**src/rtl/effect_dac_pkg.sv**
```systemverilog
// Shared constants and types for the effect-chain DAC transmitter.
//   PCM_WIDTH        : PCM word width (24)
//   PCM_MAX/PCM_MIN  : saturation limits for signed 24-bit PCM
//   FLOAT_EXP_BIAS   : IEEE-754 single exponent bias
//   FLOAT_EXP_MIN_NZ : smallest exponent that can yield a non-zero PCM word
//   pcm_t            : signed PCM sample type
//   float_class_t    : converter classification of an input float
package effect_dac_pkg;

    localparam int unsigned PCM_WIDTH        = 24;
    localparam logic [23:0] PCM_MAX          = 24'h7FFFFF;
    localparam logic [23:0] PCM_MIN          = 24'h800000;
    localparam int unsigned FLOAT_EXP_BIAS   = 127;
    localparam int unsigned FLOAT_EXP_MIN_NZ = 104;

    typedef logic signed [PCM_WIDTH-1:0] pcm_t;

    typedef enum logic [1:0] {
        FcZero,
        FcShift,
        FcSatPos,
        FcSatNeg
    } float_class_t;

endpackage

```
**src/rtl/float_to_pcm.sv**
```systemverilog
// Two-stage pipelined IEEE-754 single to signed 24-bit PCM converter.
// Stage 1 classifies the float and computes the right-shift amount; stage 2
// shifts, applies the sign and registers the result.
// Ports:
//   clk, aclr  : clock, asynchronous active-high reset
//   in_valid   : sample strobe
//   sample     : IEEE-754 single input
//   out_valid  : result strobe, two cycles after in_valid
//   pcm        : saturated, truncated-toward-zero PCM result
module float_to_pcm
    import effect_dac_pkg::*;
(
    input  logic        clk,
    input  logic        aclr,
    input  logic        in_valid,
    input  logic [31:0] sample,
    output logic        out_valid,
    output pcm_t        pcm
);

    logic [7:0]   exp_f;
    logic [22:0]  frac_f;
    float_class_t cls_d;
    logic [4:0]   shift_d;

    logic         s1_valid_q;
    logic         s1_sign_q;
    float_class_t s1_cls_q;
    logic [23:0]  s1_mant_q;
    logic [4:0]   s1_shift_q;

    logic [23:0]  mag;
    pcm_t         pcm_d;
    logic         s2_valid_q;
    pcm_t         s2_pcm_q;

    assign exp_f  = sample[30:23];
    assign frac_f = sample[22:0];

    always_comb begin
        cls_d   = FcZero;
        shift_d = '0;
        if (exp_f == 8'd0) begin
            cls_d = FcZero;
        end else if (exp_f == 8'hFF && frac_f != '0) begin
            cls_d = FcZero;
        end else if (exp_f >= 8'(FLOAT_EXP_BIAS)) begin
            // Covers |x| >= 1.0 and Inf: full-scale saturation.
            cls_d = sample[31] ? FcSatNeg : FcSatPos;
        end else if (exp_f >= 8'(FLOAT_EXP_MIN_NZ)) begin
            cls_d   = FcShift;
            shift_d = 5'(8'(FLOAT_EXP_BIAS) - exp_f);
        end
    end

    always_ff @(posedge clk or posedge aclr) begin
        if (aclr) begin
            s1_valid_q <= 1'b0;
            s1_sign_q  <= 1'b0;
            s1_cls_q   <= FcZero;
            s1_mant_q  <= '0;
            s1_shift_q <= '0;
        end else begin
            s1_valid_q <= in_valid;
            s1_sign_q  <= sample[31];
            s1_cls_q   <= cls_d;
            s1_mant_q  <= {1'b1, frac_f};
            s1_shift_q <= shift_d;
        end
    end

    // Shift is at least 1, so the magnitude always fits in 23 bits.
    assign mag = s1_mant_q >> s1_shift_q;

    always_comb begin
        pcm_d = '0;
        case (s1_cls_q)
            FcShift:  pcm_d = s1_sign_q ? pcm_t'(~mag + 24'd1) : pcm_t'(mag);
            FcSatPos: pcm_d = pcm_t'(PCM_MAX);
            FcSatNeg: pcm_d = pcm_t'(PCM_MIN);
            default:  pcm_d = '0;
        endcase
    end

    always_ff @(posedge clk or posedge aclr) begin
        if (aclr) begin
            s2_valid_q <= 1'b0;
            s2_pcm_q   <= '0;
        end else begin
            s2_valid_q <= s1_valid_q;
            s2_pcm_q   <= pcm_d;
        end
    end

    assign out_valid = s2_valid_q;
    assign pcm       = s2_pcm_q;

endmodule

```
**src/rtl/effect_dac_tx.sv**
```systemverilog
// Effect-chain output stage: float samples -> 24-bit PCM -> FIFO -> I2S.
// Mono source; each held sample is sent on both left and right slots.
// Optional feature macro: DAC_TX_MUTE_EN adds the `mute` input, which loads
// zero into the held sample at the next frame boundary.
// Ports:
//   clk, aclr     : clock, asynchronous active-high reset
//   sample_in     : IEEE-754 single sample
//   sample_valid  : one-cycle sample strobe
//   clear_flags   : synchronous clear of overflow/underflow
//   mute          : (DAC_TX_MUTE_EN only) zero the next frames
//   bclk, lrclk   : I2S bit clock and word select (0 = left)
//   sdata         : I2S serial data, MSB first
//   overflow      : sticky, a converted word was dropped on a full FIFO
//   underflow     : sticky, a frame started with the FIFO empty
module effect_dac_tx
    import effect_dac_pkg::*;
#(
    parameter int unsigned PCM_WIDTH  = 24,
    parameter int unsigned FIFO_DEPTH = 4,
    parameter int unsigned BCLK_DIV   = 4
) (
    input  logic        clk,
    input  logic        aclr,
    input  logic [31:0] sample_in,
    input  logic        sample_valid,
    input  logic        clear_flags,
`ifdef DAC_TX_MUTE_EN
    input  logic        mute,
`endif
    output logic        bclk,
    output logic        lrclk,
    output logic        sdata,
    output logic        overflow,
    output logic        underflow
);

    localparam int unsigned PtrW = $clog2(FIFO_DEPTH);
    localparam int unsigned CntW = $clog2(FIFO_DEPTH + 1);
    localparam int unsigned DivW = $clog2(BCLK_DIV);

    logic conv_valid;
    pcm_t conv_pcm;

    float_to_pcm u_conv (
        .clk       (clk),
        .aclr      (aclr),
        .in_valid  (sample_valid),
        .sample    (sample_in),
        .out_valid (conv_valid),
        .pcm       (conv_pcm)
    );

    logic mute_active;
`ifdef DAC_TX_MUTE_EN
    assign mute_active = mute;
`else
    assign mute_active = 1'b0;
`endif

    // Bit-clock divider; serializer acts only on the bclk 1->0 cycle.
    logic [DivW-1:0] div_q, div_d;
    logic            bclk_q, bclk_d;
    logic            tick, fall;
    logic [5:0]      bit_cnt_q, bit_cnt_d;
    logic [5:0]      n;
    logic            frame_start;

    always_comb begin
        tick   = (div_q == DivW'(BCLK_DIV - 1));
        div_d  = tick ? '0 : div_q + DivW'(1);
        bclk_d = tick ? ~bclk_q : bclk_q;
        fall   = tick & bclk_q;
        n      = bit_cnt_q + 6'd1;
        bit_cnt_d   = fall ? n : bit_cnt_q;
        frame_start = fall && (n == 6'd0);
    end

    // FIFO
    logic [PCM_WIDTH-1:0] mem_q [FIFO_DEPTH];
    logic [PtrW-1:0]      wr_ptr_q, wr_ptr_d;
    logic [PtrW-1:0]      rd_ptr_q, rd_ptr_d;
    logic [CntW-1:0]      count_q, count_d;
    logic                 fifo_empty, fifo_full;
    logic                 push, pop;
    logic                 ovf_set, unf_set;

    always_comb begin
        fifo_empty = (count_q == '0);
        fifo_full  = (count_q == CntW'(FIFO_DEPTH));
        pop        = frame_start & ~fifo_empty;
        // Pop is resolved before the write, so a full FIFO still accepts.
        push       = conv_valid & (~fifo_full | pop);
        ovf_set    = conv_valid & fifo_full & ~pop;
        unf_set    = frame_start & fifo_empty;
        wr_ptr_d   = push ? wr_ptr_q + PtrW'(1) : wr_ptr_q;
        rd_ptr_d   = pop ? rd_ptr_q + PtrW'(1) : rd_ptr_q;
        count_d    = count_q + CntW'(push) - CntW'(pop);
    end

    always_ff @(posedge clk) begin
        if (push) begin
            mem_q[wr_ptr_q] <= conv_pcm;
        end
    end

    // Serializer
    logic [PCM_WIDTH-1:0] held_q, held_d;
    logic                 lrclk_q, lrclk_d;
    logic                 sdata_q, sdata_d;
    logic                 ovf_q, ovf_d;
    logic                 unf_q, unf_d;
    logic [4:0]           slot;
    logic [4:0]           bit_idx;

    always_comb begin
        held_d  = held_q;
        lrclk_d = lrclk_q;
        sdata_d = sdata_q;
        slot    = n[4:0];
        bit_idx = 5'(PCM_WIDTH) - slot;
        if (frame_start) begin
            if (mute_active) begin
                held_d = '0;
            end else if (!fifo_empty) begin
                held_d = mem_q[rd_ptr_q];
            end
        end
        if (fall) begin
            if (n == 6'd0) begin
                lrclk_d = 1'b0;
            end else if (n == 6'd32) begin
                lrclk_d = 1'b1;
            end
            // Slot 0 of each half is the I2S one-bit delay after lrclk.
            if (slot != 5'd0 && slot <= 5'(PCM_WIDTH)) begin
                sdata_d = held_q[bit_idx];
            end else begin
                sdata_d = 1'b0;
            end
        end
        ovf_d = (ovf_q & ~clear_flags) | ovf_set;
        unf_d = (unf_q & ~clear_flags) | unf_set;
    end

    always_ff @(posedge clk or posedge aclr) begin
        if (aclr) begin
            div_q     <= '0;
            bclk_q    <= 1'b0;
            bit_cnt_q <= 6'd63;
            wr_ptr_q  <= '0;
            rd_ptr_q  <= '0;
            count_q   <= '0;
            held_q    <= '0;
            lrclk_q   <= 1'b1;
            sdata_q   <= 1'b0;
            ovf_q     <= 1'b0;
            unf_q     <= 1'b0;
        end else begin
            div_q     <= div_d;
            bclk_q    <= bclk_d;
            bit_cnt_q <= bit_cnt_d;
            wr_ptr_q  <= wr_ptr_d;
            rd_ptr_q  <= rd_ptr_d;
            count_q   <= count_d;
            held_q    <= held_d;
            lrclk_q   <= lrclk_d;
            sdata_q   <= sdata_d;
            ovf_q     <= ovf_d;
            unf_q     <= unf_d;
        end
    end

    assign bclk      = bclk_q;
    assign lrclk     = lrclk_q;
    assign sdata     = sdata_q;
    assign overflow  = ovf_q;
    assign underflow = unf_q;

endmodule

```
**config.mk**
```make
export PLATFORM = sky130hd
export DESIGN_NAME = effect_dac_tx
export DESIGN_NICKNAME = d
export VERILOG_FILES = /design/src/rtl/effect_dac_pkg.sv /design/src/rtl/float_to_pcm.sv /design/src/rtl/effect_dac_tx.sv
export SDC_FILE = /design/constraint.sdc
export NUM_CORES = 1
export LEC_CHECK = 0
export CORE_ASPECT_RATIO = 1.75
export CORE_MARGIN = 4
export CORE_UTILIZATION = 39
export CTS_CLUSTER_DIAMETER = 150
export DETAILED_ROUTE_END_ITERATION = 7
export PLACE_DENSITY = 0.62
export SYNTH_ARGS = -nofsm -noshare
export SYNTH_HDL_FRONTEND = slang
export SYNTH_SLANG_ARGS = --single-unit
export TNS_END_PERCENT = 20
```
**constraint.sdc**
```tcl
create_clock -name clk -period 5.4 [get_ports clk]
set_input_delay 1.35 -clock clk [delete_from_list [all_inputs] [get_ports clk]]
set_output_delay 1.35 -clock clk [all_outputs]
set_load 0.02 [all_outputs]
```
==> results.sh <==
export IMPL_status="finished clean"
export IMPL_gp_congestion=0.939
export IMPL_drtIter0Drc=327
export IMPL_ioPinCount=41
export IMPL_worstPathArrival_ns=4.42
export IMPL_peakVddDrop_mv=0.219
export IMPL_die_width_um=126
export IMPL_grt_pass1_vias=6265
export IMPL_total_power_mw=3.66
export IMPL_cp_start_kind="register"
export IMPL_cts_path_max_buffers=2
export IMPL_ff2ff_setup_slack_ns=1.26
export IMPL_area_growth_pct=13.8
export IMPL_cts_repair_resized=0
export IMPL_pwr_share_seq=0.521
export IMPL_yosysUniqueCellTypes=69
export IMPL_core_area_um2=24000
export IMPL_h_tree_depth=4
export IMPL_cts_tree="yes"
export IMPL_grt_ovfl_total=0
export IMPL_ctsHoldBuffers=0
export IMPL_fin_crit_ns=4.14
export IMPL_rows=75
export IMPL_p_comb_frac=0.131
export IMPL_leakagePower_nw=3.98
export IMPL_clkPwrFrac=0.348
export IMPL_switching_power_mw=0.953
export IMPL_setup_viol=0
export IMPL_fmax_mhz=241
export IMPL_drv_cap=0
export IMPL_rsz0062_at_grt="no"
export IMPL_final_antenna_net_count=0
export IMPL_syn_nets=734
export IMPL_finalHoldViolCount=0
export IMPL_root_buffer="clkbuf_16"
export IMPL_hpwlAfterDp_um=15300
export IMPL_clk_insertion_delay_late_ns=0.44
export IMPL_clkSlewWorstSetupHoldPaths_ns=0.07
export IMPL_synthCells=687
export IMPL_start_util=0.396
export IMPL_drc_errors=0
export IMPL_multi_input_area_um2=3860
export IMPL_path_class="reg2reg"
export IMPL_num_vias=5862
export IMPL_slew_headroom=0.207
export IMPL_clock_sinks=198
export IMPL_grt_util_all_layers=0.158
export IMPL_grt_pass1_wl_um=33200
export IMPL_crit_fanout=44
export IMPL_nNetsFinal=768
export IMPL_antenna_found_initial=0
export IMPL_drive_gt1_frac=0.210
export IMPL_async_flop_share=0.515
export IMPL_synth_ff_type="edfxtp_1"
export IMPL_dieArea_um2=27100
export IMPL_synth_enable_flop_cells=96
export IMPL_slew_viol_final=0
export IMPL_dr_pass1_iters=4
export IMPL_p_int_mw=2.71
export IMPL_tns_ns=0
export IMPL_power_density_nw_per_um2=338
export IMPL_wl_um=20700
export IMPL_post_cts_repair_setup_buffers=0
export IMPL_syn_area_um2=9520
export IMPL_worst_pin_slew_ns=1.19
export IMPL_crit_required_ns=5.68
export IMPL_antenna_cells=0
export IMPL_grt_max_degree=74
export IMPL_post_route_period_util=0.767
export IMPL_avgSynthCellArea_um2=13.9
export IMPL_n_fill_cell=2188
export IMPL_skew_ns=0.0108
export IMPL_ys_ff_latch=198
export IMPL_hp_class="reg2reg"
export IMPL_p_sw_frac=0.260
export IMPL_seq_area_um2=5450
export IMPL_synth_warnings=0
export IMPL_cts_buffers=17
export IMPL_vias_per_cell=5.63
export IMPL_die_y_um=215
export IMPL_critPathCaptureType="register"
export IMPL_routedWlPerCell_um=19.9
export IMPL_ys_seq_area_frac=0.572
export IMPL_port_buffers=40
synth_stat cells, types with 8 or more instances:
cell	n	share of area
xor2_1	15	0.014
buf_2	8	0.0042
nor3_1	12	0.0063
mux4_2	48	0.11
a21oi_1	10	0.0053
nand2b_1	9	0.0059
ha_1	10	0.013
nand2_1	41	0.016
edfxtp_1	96	0.30
o21ai_1	8	0.0042
inv_1	13	0.0051
nand4_1	8	0.0053
o21ai_0	28	0.015
nor2_1	46	0.018
mux2i_1	27	0.028
clkbuf_1	25	0.0099
nand3_1	19	0.010
mux2_2	38	0.045
dfrtp_1	95	0.25
xnor2_1	21	0.019
o31ai_1	8	0.0063
cell type report:
cell class | count | share of cell area
clock inverter | 13 | 0.0157
sequential | 198 | 0.502
inverter | 14 | 0.00508
multi-input combinational | 438 | 0.356
tap | 308 | 0.0356
clock buffer | 19 | 0.0399
timing repair buffer | 52 | 0.0453
cell families after synthesis:
group           count (synthesis)  share of synthesized area
fa+ha+maj                      11                     0.0152
simple gates                  172                     0.0883
mux                           117                      0.192
xor+xnor                       36                     0.0331
flops                         198                      0.572
compound gates                101                     0.0755
other cells                     1                   0.000394
buf+inv                        51                     0.0235
layer usage:
metal	up-vias	GRT usage	share of wire
met5	-	0	0
met4	0	0.0913	0.053
met3	56	0.0311	0.032
met2	156	0.302	0.57
met1	2964	0.152	0.34
li1	2686	-	-
state kept, by name, indices dropped and copies added (netlist names), 2 cells and up:
name and count:
mem_q 96, u_conv.s1_cls_q 2, bit_cnt_q 6, u_conv.s1_mant_q 24, rd_ptr_q 2, div_q 2
count_q 3, held_q 24, wr_ptr_q 2, u_conv.s1_shift_q 5, u_conv.pcm 24
power groups by stage:
stage                     clock network (mW)  registers (mW)  logic, mW
final                                   1.28            1.91      0.480
after global routing                    1.37            1.93      0.530
after global placement                     0            1.92      0.473
after floorplan                            0            1.90      0.322
after detailed placement                   0            1.94      0.487
after CTS                               1.31            1.91      0.491
critical path, stage by stage, from the launching register on:
cell and delay (ns):
dfrtp_2 1.06, mux2i_1 0.45, mux2i_1 0.32, a221oi_2 0.50, o2111ai_1 0.35, or2_4 0.35
or4_4 0.47, o21ai_1 0.18, xor2_1 0.20, o21ai_1 0.08
per-stage QoR:
step           utilization  std cells  setup WS (ns)  hold slack (ns)  area (um2)
2_1_floorplan            -        687           1.39            0.331        9520
3_3_place_gp         0.426       1010           1.39            0.346       10200
3_5_place_dp         0.426       1010           1.32            0.339       10200
4_1_cts              0.451       1042           1.32            0.356       10800
5_1_grt              0.451       1042          0.987            0.367       10800
6_report             0.451       1042           1.26            0.351       10800
layout by cell type (no fill, tap or decap), types with 4 or more instances in the layout:
cell             netlist  routed
a211oi_1               4       4
a21oi_1               10      10
and2_1                 5       5
buf_4                  0      12
clkbuf_16              0      17
clkdlybuf4s50_1        0      40
clkinv_4               0       5
dfrtp_1               95      94
dfstp_2                7       7
edfxtp_1              96      96
ha_1                  10      10
inv_1                 13      12
mux2_2                38      38
mux2i_1               27      27
mux4_2                48      48
nand2_1               41      41
nand2b_1               9       9
nand3_1               19      19
nand4_1                8       8
nor2_1                46      45
nor2b_1                4       4
nor3_1                12      12
nor4_1                 6       6
o2111ai_1              4       4
o211ai_1               4       4
o21ai_0               28      28
o21ai_1                8       8
o31ai_1                8       8
or2_2                  4       4
or3_1                  4       4
xnor2_1               21      21
xor2_1                15      15
final timing paths:
| kind | start | end | cells after the start |
|---|---|---|---|
| worst max-delay path | u_conv.s1_shift_q[1] | u_conv.pcm[17] | 9 |
| worst min-delay path | u_conv.s1_valid_q | u_conv.out_valid | 0 |
| worst max register to register | u_conv.s1_shift_q[1] | u_conv.pcm[17] | 9 |
| worst min register to register | u_conv.s1_valid_q | u_conv.out_valid | 0 |
| max in group asynchronous | aclr | u_conv.s1_shift_q[1] | 3 |
| min in group asynchronous | aclr | u_conv.pcm[23] | 2 |
No activity file was read; power rests on OpenSTA's default activity.
==> edit 1: new RTL, same flow settings <==
The 4 values of `float_class_t` get a Gray code encoding in 2 bits.
--- a/src/rtl/effect_dac_pkg.sv
+++ b/src/rtl/effect_dac_pkg.sv
@@ -18,6 +18,6 @@
     typedef enum logic [1:0] {
-        FcZero,
-        FcShift,
-        FcSatPos,
-        FcSatNeg
+        FcZero   = 2'b00,
+        FcShift  = 2'b01,
+        FcSatPos = 2'b11,
+        FcSatNeg = 2'b10
     } float_class_t;
Behaviour: no difference found for any inputs over 10 cycles, from zero or initial values; not proved beyond that.
==> edit 1 against the unedited design <==
Worst setup slack improved by 140 ps. Routed wire length fell by 8.4%. Sequential power barely moved. Sequential cell count did not move. Final area rose by 0.36%. Maximum frequency rose by 3.5%. Clock skew rose by 1.2 ps. Count of clock-buffer cells in the layout rose by 1. Power rose by 0.63%. Synthesized area rose by 0.83%. Largest power group unchanged. Highest routed layer unchanged.
==> edit 1: results (changes against the unedited design) <==
The post-cts resize count is 0 (unchanged). The power density over the cells came to 338.9 mW/mm2 (+0.27%). The largest net degree at the start of global routing came to 77 (+4.1%).

The setup clock skew after layout is 12.00 ps (+1.227 ps). The number of DRC violations after detailed-routing iteration 0 was 329 (+0.61%). The wire length on met2 is 11.00 mm (-7.4%). The number of flops mapped to enable cells by yosys is 96 (unchanged).

The met2 track utilization from global routing is 27.93% (-2.3 points). The min-delay analysis places its worst path in the category flip-flop to flip-flop. The average vias per placed instance came out at 5.535 (-1.6%). The cell count after synthesis came out at 661 (-3.8%). The fraction of the mapped netlist area in compound gates was 8.599% (+1.0 points). The power share of the combinational group came out at 12.8% (-0.3 points). The number of placed cells counting well taps is 982 (-2.8%). The count of filler cells inserted in the layout came out at 2097 (-4.2%).

The endpoint of the most critical register-to-register path is u_conv.pcm[19]. The number of buffers created by CTS came out at 17 (unchanged). The initial antenna violation count is 0 (unchanged). The switching power of the nets came out at 891.8 uW (-6.4%). The wire length of the first global-routing pass came out at 31.35 mm (-5.6%).

The HPWL after detailed placement came to 13.81 mm (-9.5%). The placement-stage worst setup slack is 1420 ps (+97.16 ps). The depth of the worst hold-timing path is 0 (unchanged). The layout cell share with drive strength beyond 1 came out at 20.54% (-0.44 points).

The origin of the critical flop-to-flop path is u_conv.s1_shift_q[0]. The area share of xor/xnor cells in the synthesized design was 2.827% (-0.48 points). The fraction of the yosys area taken by sequential cells is 56.69% (-0.47 points). The maximum resistive drop on vdd came out at 0.2507 mV (+14%). The multiplexer area fraction after synthesis is 19.24% (about the same). The static leakage is 0.004037 uW (+1.5%).

The instance area at placement is 0.01026 mm2 (+0.29%). The post-detailed-routing wire length is 18.96 mm (-8.4%). The combined global-route utilization of all metal layers is 14.52% (-1.2 points).

The total length of routed met3 wires is 517 um (-22%). The met1 capacity usage during global routing came out at 14.42% (-0.76 points). The weighted congestion reported at the end of routability-driven placement came to 0.9019 (-4.0%). By count the netlist is led by sky130_fd_sc_hd__edfxtp_1 (96), sky130_fd_sc_hd__dfrtp_1 (95), sky130_fd_sc_hd__nor2_1 (42). The final worst hold slack came to 353.7 ps (+2.602 ps). The path with the worst hold slack has its endpoint at u_conv.out_valid. The count of distinct cell types in the synthesized netlist came out at 79 (+14%). The total via count after detailed routing is 5612 (-4.3%). By area the synthesized netlist is led by sky130_fd_sc_hd__edfxtp_1 (30%), sky130_fd_sc_hd__dfrtp_1 (25%), sky130_fd_sc_hd__mux4_2 (9.4%).

The post-synth net total is 708 (-3.5%). The post-route met1 wirelength is 6.663 mm (-5.8%). The largest fanout on the critical path is 22 (-50%). The adder and majority cell fraction of the synthesized area came out at 1.511% (-0.013 points). The global routing met3 resource utilization came to 2.820% (-0.29 points).

The data arrival time of the worst path is 4310 ps (-110 ps). The run finished with clean final reports. The transition time of the tightest slew-check pin came out at 1174 ps (-15.73 ps).

The layout net count came out at 740 (-3.6%). The via count of the first global-routing pass came out at 6092 (-2.8%).
-- edit 1: cell count changes after synthesis, sizes merged, moves of 6 or more --
cell	change
o21ai	-22
o21a	+6
a21boi	+11
nand2	-15
mux2i	-16
mux4	+6
-- edit 1: critical path, cell delays in order, from the launching register on --
cell and delay (ps):
sky130_fd_sc_hd__dfrtp_1 760, sky130_fd_sc_hd__buf_4 410, sky130_fd_sc_hd__mux4_1 610, sky130_fd_sc_hd__mux2_2 330, sky130_fd_sc_hd__o21bai_1 200, sky130_fd_sc_hd__a31oi_1 180
sky130_fd_sc_hd__nor4_2 390, sky130_fd_sc_hd__nor3b_4 400, sky130_fd_sc_hd__mux2_4 330, sky130_fd_sc_hd__o31a_1 270
-- edit 1: cell type report --
type                    count  area (um2)  area share [%]
inverters                  18       70.07          0.6442
multi-input cells         407        3882           35.70
flip-flops and latches    198        5444           50.05
clock buffers              20       436.7           4.015
well taps                 308       385.4           3.543
clock inverters            12       175.2           1.610
repair buffers             51       483.0           4.440
-- edit 1: kinds of logic (layout without fill, tap and decap cells) --
family                     Yosys count  in the layout
and+or+nand+nor                    149            149
AOI/OAI and AO/OA                  109            109
DFF                                198            198
adders and majority gates           11             11
xor gates and xnor gates            31             31
muxes                              106            106
buffers and inverters               56            101
other                                1              1
-- edit 1: how the worst max path moves through the flow --
stage                          from              to  slack, ps  depth (start not counted)
5_1_grt        u_conv.s1_shift_q[0]  u_conv.pcm[19]       1080                          9
3_5_place_dp   u_conv.s1_shift_q[0]  u_conv.pcm[19]       1420                          9
2_1_floorplan                  aclr            bclk       1390                          1
6_report       u_conv.s1_shift_q[0]  u_conv.pcm[19]       1400                          9
3_3_place_gp   u_conv.s1_shift_q[0]  u_conv.pcm[19]       1520                          9
4_1_cts        u_conv.s1_shift_q[0]  u_conv.pcm[19]       1410                          9
==> edit 2: new RTL, same flow settings <==
Made on the original files. Set the parameter `FIFO_DEPTH` to 8 (it was 4).
--- a/src/rtl/effect_dac_tx.sv
+++ b/src/rtl/effect_dac_tx.sv
@@ -18,3 +18,3 @@
     parameter int unsigned PCM_WIDTH  = 24,
-    parameter int unsigned FIFO_DEPTH = 4,
+    parameter int unsigned FIFO_DEPTH = 8,
     parameter int unsigned BCLK_DIV   = 4
Check against the original RTL: not equivalent (Yosys sat finds a counterexample within 10 cycles, from zero or initial values).
==> edit 2 against the unedited design <==
Synthesized area grew 36%. Highest routed layer unchanged. Largest power group unchanged. Sequential cell count rose by 99. Power up 45%. Sequential power up 51%. Routed wire length increased by 36%. Combinational power rose by 32%. Final area rose by 36%. Worst setup slack worse by 20 ps.
==> edit 2: results (changes against the unedited design) <==
Sorting the synthesized cells by how often they occur yields sky130_fd_sc_hd__edfxtp_1 (192), sky130_fd_sc_hd__dfrtp_1 (98), sky130_fd_sc_hd__mux4_2 (72). The max-slew headroom at the worst pin came out at 39.50% (+19 points). The largest net degree at the start of global routing came out at 58 (-22%). In this run the critical register-to-register path is captured at u_conv.pcm[19]. The later-pin clock latency in the skew report is 550 ps (+110 ps).

The post-synth net total came out at 889 (+21%). The flip-flop count of the largest register after layout is 192 (+100%). The weighted congestion reported at the end of routability-driven placement is 0.8693 (-7.4%).

The area share of xor/xnor cells in the synthesized design came out at 2.359% (-0.95 points). The instance area at placement came to 0.01388 mm2 (+36%). The static leakage is 0.005081 uW (+28%). The number of placed cells counting well taps came to 1257 (+24%). The mean routed wirelength per cell is 21.60 um (+8.7%).

The worst-case register-to-register setup slack is 1240 ps (-20 ps). The adder and majority cell fraction of the synthesized area was 1.213% (-0.31 points). The number of buffers created by CTS is 26 (+9). The buffer levels on the longest clock path is 3 (+1).

The fraction of the yosys area taken by sequential cells is 64.65% (+7.5 points). The count of distinct cell types in the synthesized netlist came to 61 (-12%). The combined global-route utilization of all metal layers is 15.62% (-0.14 points). The post-synthesis async set-or-reset flop share is 35.35% (-16 points). The level count of the clock H-tree came out at 1 (-3).

The number of flops mapped to enable cells by yosys came out at 192 (+100%). The maximum resistive drop on vdd came out at 0.2603 mV (+19%). The largest fanout on the critical path is 27 (-39%). The fraction of the mapped netlist area in compound gates is 6.383% (-1.2 points). The number of detailed-routing iterations run before antenna repair is 5 (+1).

The layout net count was 928 (+21%). The stage delay of the slowest cell on the critical path came out at 780 ps (-280 ps). The HPWL after detailed placement is 19.60 mm (+28%). The number of DRC violations after detailed-routing iteration 0 was 436 (+33%). The layout cell share with drive strength beyond 1 is 19.33% (-1.6 points).

By area the synthesized netlist is led by sky130_fd_sc_hd__edfxtp_1 (44%), sky130_fd_sc_hd__dfrtp_1 (19%), sky130_fd_sc_hd__mux4_2 (12%). The average vias per placed instance came to 5.620 (-0.10%). The run finished with clean final reports. The setup clock skew after layout came out at 29.98 ps (+19.21 ps).

The cell count after synthesis came to 841 (+22%). The via count of the first global-routing pass is 7718 (+23%). Grouping stages by cell kind, the critical path spends the most delay in simple AND/OR/NAND/NOR gates. The startpoint identified for the worst register-to-register timing path is u_conv.s1_shift_q[0].
edit 2: cell types whose count changed after synthesis, sizes merged, moves of 4 or more:
cell and change:
nor3 -5, mux4 +24, edfxtp +96, a21oi +23
mux2 -21, o22ai +11, clkbuf +8, a211oi -4
mux2i +12, nor2 +18
edit 2: worst max-delay path by stage:
| stage | startpoint | slack [ps] | depth (start not counted) | end |
|---|---|---|---|---|
| final | u_conv.s1_shift_q[0] | 1240 | 9 | u_conv.pcm[19] |
| after CTS | u_conv.s1_shift_q[0] | 1240 | 10 | u_conv.pcm[19] |
| after detailed placement | u_conv.s1_shift_q[0] | 1260 | 10 | u_conv.pcm[19] |
| after global routing | u_conv.s1_shift_q[0] | 1010 | 10 | u_conv.pcm[19] |
| after global placement | u_conv.s1_shift_q[0] | 1330 | 10 | u_conv.pcm[19] |
| after floorplan | bit_cnt_q[0] | 770 | 9 | mem_q[0][0] |
edit 2: power breakdown:
| group | internal [uW] | total [uW] | switching, uW |
|---|---|---|---|
| clock | 997 | 1810 | 812 |
| combinational | 244 | 634 | 390 |
| sequential | 2750 | 2880 | 132 |
| total | 3990 | 5320 | 1330 |
edit 2: final cells by class:
cell class	instances	area (um2)
fill	2878	18200
sequential	297	8408
multi-input combinational	482	4368
clock buffer	36	760.7
timing repair buffer	58	535.5
tap	405	506.7
clock inverter	12	87.58
inverter	15	58.81
edit 2: metal layers:
metal	track usage, %	vias up	routed length (um)
met2	31.62	177	16580
met3	1.835	69	1048
met1	15.72	3762	9362
li1	-	3326	-
met5	0	-	0
met4	6.593	0	1206
edit 2: stage by stage:
step	util, %	hold slack (ps)	setup WS (ps)
floorplan	-	331.2	767.1
global placement	42.15	346.9	1333
detailed placement	42.15	347.1	1259
CTS	44.73	365.3	1243
global route	44.73	367.5	1007
finish	44.73	360.4	1239
